[src/rtl/rate_ctrl_sched.sv]
`default_nettype none
// ============================================================================
// Module   : rate_ctrl_sched
// Purpose  : Rate controller and tick scheduler for the LED/display timebase.
//            Owns the 2-bit rate selection, runs the half-period divider and
//            defers rate changes to the next half-period boundary so the
//            square-wave output never carries a runt pulse.
// Ports    : iClk          - system clock
//            iRst          - synchronous active-high reset
//            iFaster       - 1-cycle pulse, request next higher rate
//            iSlower       - 1-cycle pulse, request next lower rate
//            iPause        - 1-cycle pulse, toggle pause
//            oRate_control - applied rate (0..2)
//            oClk          - registered square wave
//            oTick         - 1-cycle pulse on every oClk edge
//            oPending      - rate change waiting for the next boundary
//            oPaused       - block is paused
// Revision : 1.0 - initial release
// ============================================================================
module rate_ctrl_sched #(
    parameter int unsigned DIV0  = 50_000_000,
    parameter int unsigned DIV1  = 10_000_000,
    parameter int unsigned DIV2  = 5_000_000,
    parameter int unsigned CNT_W = 32
) (
    input  logic       iClk,
    input  logic       iRst,
    input  logic       iFaster,
    input  logic       iSlower,
    input  logic       iPause,
    output logic [1:0] oRate_control,
    output logic       oClk,
    output logic       oTick,
    output logic       oPending,
    output logic       oPaused
);

    // Terminal-count values for each rate
    localparam logic [CNT_W-1:0] c_TC0 = CNT_W'(DIV0 - 1);
    localparam logic [CNT_W-1:0] c_TC1 = CNT_W'(DIV1 - 1);
    localparam logic [CNT_W-1:0] c_TC2 = CNT_W'(DIV2 - 1);
    localparam logic [CNT_W-1:0] c_ONE = CNT_W'(1);

    typedef enum logic [1:0] {
        S_RUN    = 2'd0,
        S_PEND   = 2'd1,
        S_PAUSED = 2'd2
    } state_t;

    state_t           r_state, w_state_n;
    logic [CNT_W-1:0] r_cnt,   w_cnt_n;
    logic             r_clk,   w_clk_n;
    logic             r_tick,  w_tick_n;
    logic [1:0]       r_rate,  w_rate_n;
    logic [1:0]       r_target, w_target_n;

    logic [CNT_W-1:0] w_tc_val;
    logic             w_tc;
    logic             w_valid;
    logic [1:0]       w_base;
    logic [1:0]       w_req_target;

    // Divider terminal count follows the applied rate only
    always_comb begin
        case (r_rate)
            2'd0:    w_tc_val = c_TC0;
            2'd1:    w_tc_val = c_TC1;
            default: w_tc_val = c_TC2;
        endcase
    end

    assign w_tc    = (r_cnt == w_tc_val);
    assign w_valid = iFaster ^ iSlower;

    // While a change is pending, further requests step from the pending
    // target so that the most recent request wins.
    assign w_base = (r_state == S_PEND) ? r_target : r_rate;

    always_comb begin
        if (iFaster) begin
            w_req_target = (w_base >= 2'd2) ? 2'd2 : w_base + 2'd1;
        end else begin
            w_req_target = (w_base == 2'd0) ? 2'd0 : w_base - 2'd1;
        end
    end

    always_comb begin
        w_state_n  = r_state;
        w_cnt_n    = r_cnt;
        w_clk_n    = r_clk;
        w_tick_n   = 1'b0;
        w_rate_n   = r_rate;
        w_target_n = r_target;

        case (r_state)
            S_RUN: begin
                if (iPause) begin
                    // Counter and oClk freeze from this edge; request dropped
                    w_state_n = S_PAUSED;
                end else begin
                    if (w_tc) begin
                        w_cnt_n  = '0;
                        w_clk_n  = ~r_clk;
                        w_tick_n = 1'b1;
                    end else begin
                        w_cnt_n = r_cnt + c_ONE;
                    end
                    if (w_valid && (w_req_target != r_rate)) begin
                        w_target_n = w_req_target;
                        w_state_n  = S_PEND;
                    end
                end
            end

            S_PEND: begin
                if (iPause) begin
                    // A pending change does not survive a pause
                    w_state_n  = S_PAUSED;
                    w_target_n = r_rate;
                end else if (w_tc) begin
                    // Boundary: toggle with the old rate, then adopt the
                    // pending target. A request on this same edge steps from
                    // the pre-update target, which is now the applied rate.
                    w_cnt_n  = '0;
                    w_clk_n  = ~r_clk;
                    w_tick_n = 1'b1;
                    w_rate_n = r_target;
                    if (w_valid && (w_req_target != r_target)) begin
                        w_target_n = w_req_target;
                        w_state_n  = S_PEND;
                    end else begin
                        w_state_n  = S_RUN;
                    end
                end else begin
                    w_cnt_n = r_cnt + c_ONE;
                    if (w_valid) begin
                        w_target_n = w_req_target;
                        if (w_req_target == r_rate) begin
                            w_state_n = S_RUN;
                        end
                    end
                end
            end

            S_PAUSED: begin
                if (w_valid) begin
                    w_rate_n   = w_req_target;
                    w_target_n = w_req_target;
                    if (w_req_target != r_rate) begin
                        w_cnt_n = '0;
                    end
                end
                if (iPause) begin
                    w_state_n = S_RUN;
                end
            end

            default: begin
                w_state_n = S_RUN;
            end
        endcase
    end

    always_ff @(posedge iClk) begin
        if (iRst) begin
            r_state  <= S_RUN;
            r_cnt    <= '0;
            r_clk    <= 1'b0;
            r_tick   <= 1'b0;
            r_rate   <= 2'd0;
            r_target <= 2'd0;
        end else begin
            r_state  <= w_state_n;
            r_cnt    <= w_cnt_n;
            r_clk    <= w_clk_n;
            r_tick   <= w_tick_n;
            r_rate   <= w_rate_n;
            r_target <= w_target_n;
        end
    end

    assign oRate_control = r_rate;
    assign oClk          = r_clk;
    assign oTick         = r_tick;
    assign oPending      = (r_state == S_PEND);
    assign oPaused       = (r_state == S_PAUSED);

endmodule
`default_nettype wire

[config.mk]
export PLATFORM = sky130hd
export DESIGN_NAME = rate_ctrl_sched
export DESIGN_NICKNAME = d
export VERILOG_FILES = /design/src/rtl/rate_ctrl_sched.sv
export SDC_FILE = /design/constraint.sdc
export NUM_CORES = 1
export LEC_CHECK = 0
export CAP_MARGIN = 20
export CELL_PAD_IN_SITES_DETAIL_PLACEMENT = 1
export CELL_PAD_IN_SITES_GLOBAL_PLACEMENT = 1
export CORE_UTILIZATION = 41
export CTS_CLUSTER_DIAMETER = 100
export DETAILED_ROUTE_END_ITERATION = 7
export HOLD_SLACK_MARGIN = 0.05
export PLACE_DENSITY = 0.74
export SKIP_LAST_GASP = 1
export SLEW_MARGIN = 40
export SYNTH_ARGS = -nofsm -noshare
export SYNTH_HDL_FRONTEND = slang
export SYNTH_SLANG_ARGS = --single-unit
[constraint.sdc]
create_clock -name iClk -period 2.3 [get_ports iClk]
set_clock_uncertainty 0.15 [all_clocks]
set_input_delay 0.46 -clock iClk [delete_from_list [all_inputs] [get_ports iClk]]
set_output_delay 0.46 -clock iClk [all_outputs]
set_load 0.01 [all_outputs]
# After elaboration in Yosys (flattened, before gate mapping)
# Cells that the tools add are included.
# totals
ramBits,0
reg_bits,40
memories,0
latch_bits,0
rom_bits,0
out_inout_bits,6
wordCells,79
# classes
addsub,3
n_shift,0
eq_ne,19
div,0
reduce_logical,15
bitwise,4
n_mul,0
mux,31
n_lt_le_gt_ge,1
# op_table
operator,n
$mux W32,4
$pmux W32 S2,1
$pmux W26 S2,1
$mux W2,20
$add A32 B1 Y32 const B,1
$eq A32 B32 Y1,1
$reduce_and A4 Y1,4
$pmux W2 S3,2
$ne A2 B2 Y1 const B,5
$ne A4 B2 Y1 const B,2
$logic_not A2 Y1,3
$ne A2 B1 Y1 const B,3
$eq A2 B1 Y1 const B,2
$ne A2 B2 Y1,2
$ne A4 B3 Y1 const B,1
$pmux W2 S2,1
$reduce_bool A2 Y1,2
$ne A3 B3 Y1 const B,1
$not A1 Y1,3
$reduce_and A3 Y1,1
$reduce_bool A3 Y1,1
$reduce_or A3 Y1,1
$add A2 B1 Y2 const B,1
$eq A2 B2 Y1,1
other kinds (7),9

# Longest topological paths before layout
# depth
word_depth,11
ltp_mapped,10

# Worst setup path after synthesis
# OpenSTA, ideal clock, no wires.
# synth_timing
kind,register to register
from,register r_rate[0] (netlist: oRate_control[0])
to,register r_cnt[0]
slack_ps,-121
stages_incl_launch_ff,8
n_path_buf,1
synth_period_minus_slack_ps,2421
arrival_ps,2154
cell_sequence,dfxtp_1 -> nor2_2 -> or3b_4 -> a2111oi_4 -> a31oi_1 -> o31ai_2 -> buf_2 -> nor2_1
# synth_between
elab_chain_len,7
elab_cells_between_ends,18
cone_classes,add/sub (2); order compare (1); eq/ne (4); mux (8); reduce/logical (3)
# synth_lines
element,line,rtl
from (decl),54,"logic [1:0] r_rate, w_rate_n;"
from (signal assigned),177,r_rate <= w_rate_n;
$mux W2,77,assign w_base = (r_state == S_PEND) ? r_target : r_rate;
$sub A2 B1 Y2 (tied with other cells),83,w_req_target = (w_base == 2'd0) ? 2'd0 : w_base - 2'd1;
$mux W2 (on tied branches),"83, 81",
$mux W2,80,if (iFaster) begin
$ne A2 B2 Y1,149,if (w_req_target != r_rate) begin
$ne A2 B1 Y1 (no line),-,
$reduce_and A4 Y1 (no line),-,
to (signal assigned),174,r_cnt <= w_cnt_n;
to (decl),51,"logic [CNT_W-1:0] r_cnt, w_cnt_n;"
# Parallel ways exist; a longest one is shown, timed or not. The select of a mux whose other input is x is not followed.
# A chain may end at the register's enable or synchronous reset.

# Worst setup path after layout
# layout_timing
from,register r_rate[0] (netlist: oRate_control[0])
to,register r_cnt[22]
# The elaborated chain is that of the path after synthesis.

==> results_dict.tcl <==
set metrics [dict create \
    portBuffers 10 \
    violations "negative setup slack" \
    synth-seq-cells 40 \
    drcViolationCount 0 \
    start_util 0.435 \
    fin_tns_setup_ns -3.16 \
    clock-root-buffer "clkbuf_8" \
    wirelength_mm 11.5 \
    synth_top_area_cell "dfxtp_1" \
    syn_area_sq_um 2630 \
    drtPass1Iterations 5 \
    holdBufCountCts 0 \
    ys_types 55 \
    async_reset_ff_frac 0 \
    setup_ws_ns -0.123 \
    endpoint_kind "flip-flop" \
    leakage_nw 1.32 \
    areaGrowthSynthToFinish_pct 44.6 \
    io_pins 11 \
    grt_use_total 0.286 \
    critPathKind "flip-flop to flip-flop" \
    syn_area_per_cell_sq_um 7.68 \
    die_area_sq_um 6750 \
    num-fill-cells 709 \
    final-hold-violation-count 0 \
    grt_max_degree 30 \
    ant_nets 0 \
    worstHoldPathType "flip-flop to flip-flop" \
    place_congestion 0.894 \
    grt_pass1_vias 2914 \
    drv_cap 0 \
    netlist.area_leader.share 0.304 \
    rsz0062_at_grt "true" \
    clk_latency_ns 0.31 \
    max_freq_ghz 0.413 \
    tritoncts "built" \
    ys.flop_type "dfxtp_1" \
    path_clk_slew_ns 0.09 \
    worstPathRequired_ns 2.36 \
    grt_antenna_before_repair 0 \
    cts_sinks 40 \
    hpwl_mm 6.25 \
    final_util 0.628 \
    cts.htree.levels 2 \
    grt_pass1_wl_mm 14.4 \
    drt_iter0_markers 249 \
    grt_overflow 0 \
    timing.hold.worst.start "oClk$_SDFFE_PP0P_" \
    clockBufferDepth 2 \
    syn_nets 352 \
    setup_viol 34 \
    rr_startpoint "oRate_control[0]$_SDFFE_PP0P_" \
    die_x_um 82.2 \
    cts_buffers 5 \
    maxSlewHeadroom 0.701 \
    final_nets 424 \
    layout-drive-gt1-share 0.337 \
    period_share 1.05 \
    outcome "complete, but fails checks" \
    max_stage_delay_ns 0.43 \
    worstPathArrival_ns 2.48 \
    synth.area.top_cells "dfxtp_1 30%, xnor2_1 11%, nor2_1 6.3%" \
    critPathMaxFanout 14 \
    crit_path_cell_trace "buf_4 -> and2b_1 -> a21oi_2 -> o221ai_4 -> clkbuf_16 -> nor4_1 -> xnor2_1 -> nor2_2" \
    finalMaxSlewViolations 0 \
    min_period_ns 2.42 \
    row_count 28 \
    critPathSlowestCell "nor4_1" \
    crit_start "oRate_control[0]$_SDFFE_PP0P_" \
    vdd.ir_drop.worst_mv 0.333 \
    synth_cells 343 \
    startpoint_type "flip-flop" \
    worst_slew_pin_slew_ns 0.444 \
    diodes 0 \
    synth-edff-count 0 \
    routedWlPerCell_um 23.3 \
    ys.warnings.count 0 \
    die_y_um 82.2 \
    via_per_inst 6.37 \
    core_sq_um 6060 \
    dr_total_vias 3127 \
    synth-seq-area-share 0.304 \
    powerDensity_nw_per_um2 516 \
]
## stage by stage
step / cells / setup slack, ns / total power [mW] / cell area [sq um] / hold WS (ns)
6_report: 491 / -0.123 / 1.96 / 3810 / 0.368
3_5_place_dp: 471 / -0.475 / 1.18 / 3260 / 0.353
5_1_grt: 491 / -0.200 / 2.02 / 3810 / 0.381
2_1_floorplan: 343 / -0.0342 / 0.989 / 2650 / 0.328
3_3_place_gp: 471 / -0.389 / 1.16 / 3260 / 0.316
4_1_cts: 483 / -0.0399 / 1.82 / 3490 / 0.370
## path summary, 6_finish.rpt
| path | to | slack (ns) | depth (start not counted) |
|---|---|---|---|
| min | oClk$_SDFFE_PP0P_ | 0.37 | 2 |
| max | r_cnt[22]$_SDFFE_PP0P_ | -0.12 | 8 |
| min reg2reg | oClk$_SDFFE_PP0P_ | 0.37 | 2 |
| max reg2reg | r_cnt[22]$_SDFFE_PP0P_ | -0.12 | 8 |
## cell usage after synthesis (2+ instances only)
| cell | instances |
|---|---|
| o21a_1 | 3 |
| a21oi_1 | 17 |
| nor2b_1 | 6 |
| o211ai_1 | 4 |
| dfxtp_1 | 40 |
| xnor2_1 | 32 |
| and3_1 | 6 |
| ha_1 | 4 |
| nand2b_1 | 3 |
| a31oi_1 | 4 |
| nand2_1 | 26 |
| buf_2 | 3 |
| o21ai_0 | 6 |
| a21o_1 | 2 |
| o22ai_1 | 2 |
| nor2_1 | 44 |
| or4_1 | 2 |
| nand4_1 | 17 |
| nor4b_1 | 4 |
| buf_1 | 3 |
| xor2_1 | 4 |
| o31ai_1 | 2 |
| nor3_1 | 13 |
| and4_1 | 4 |
| inv_1 | 9 |
| nand3_1 | 18 |
| nor3b_1 | 2 |
| nor4_1 | 17 |
| clkbuf_1 | 17 |
| and2_1 | 4 |
## logic make-up (layout without fill, tap and decap cells)
family,count (synthesis),count (layout),synth area share
xor+xnor,36,36,0.120
fa+ha+maj,4,4,0.0190
flops,40,40,0.304
compound gates,56,56,0.155
buf+inv,32,105,0.0470
mux,1,1,0.00428
simple gates,174,174,0.351
## sequential cells by signal, indices dropped and copies added, names as in the netlist
signal,count
r_cnt,32
oRate_control,2
r_state,2
r_target,2
oClk,1
oTick,1
## what timing repair did
item | 4_1_cts | 5_1_grt
cloned | 1 | 4
resized for setup | 21 | 47
pin swaps | 3 | 20
setup buffers | 3 | 4
hold endpoints to repair | 0 | 0
setup endpoints to repair | 41 | 41
## layout make-up
type / instances / area, sq um / area share
flip-flops and latches: 40 / 812 / 0.213
clock buffers: 6 / 82.6 / 0.0217
clock inverters: 2 / 38.8 / 0.0102
well taps: 75 / 93.8 / 0.0246
inverters: 9 / 33.8 / 0.00887
multi-input cells: 271 / 1950 / 0.511
repair buffers: 88 / 801 / 0.210
## per-layer routing
layer	part of all wire	vias up	GRT usage
met5	0	-	0
li1	-	1383	-
met3	0.062	50	0.0418
met2	0.48	143	0.479
met4	0.039	0	0.0895
met1	0.42	1551	0.377
## critical path: cells and delay by family (launching register included)
family	cells	cell delay (ns)
flops	1	0.37
buf+inv	2	0.41
simple gates	3	0.73
compound gates	2	0.45
xor+xnor	1	0.20
## placed cells by master (no fill, tap or decap), drive strengths merged, types with 3 or more instances in the layout
master	count
buf	74
nor2	45
dfxtp	40
xnor2	32
nand2	26
nand3	19
nand4	17
a21oi	17
nor4	17
nor3	13
clkbuf	11
clkdlybuf4s50	9
inv	9
o21ai	7
and3	6
nor2b	6
xor2	4
and2	4
o211ai	4
and4	4
nor4b	4
a31oi	4
ha	4
o21a	3
nand2b	3
o31ai	3
## report_power, final
| group | total, mW | switching [mW] | internal [mW] |
|---|---|---|---|
| Clock | 0.644 | 0.289 | 0.355 |
| Combinational | 0.583 | 0.329 | 0.254 |
| Sequential | 0.736 | 0.0266 | 0.709 |
| Total | 1.96 | 0.644 | 1.32 |
(Power assumes the default switching activity.)
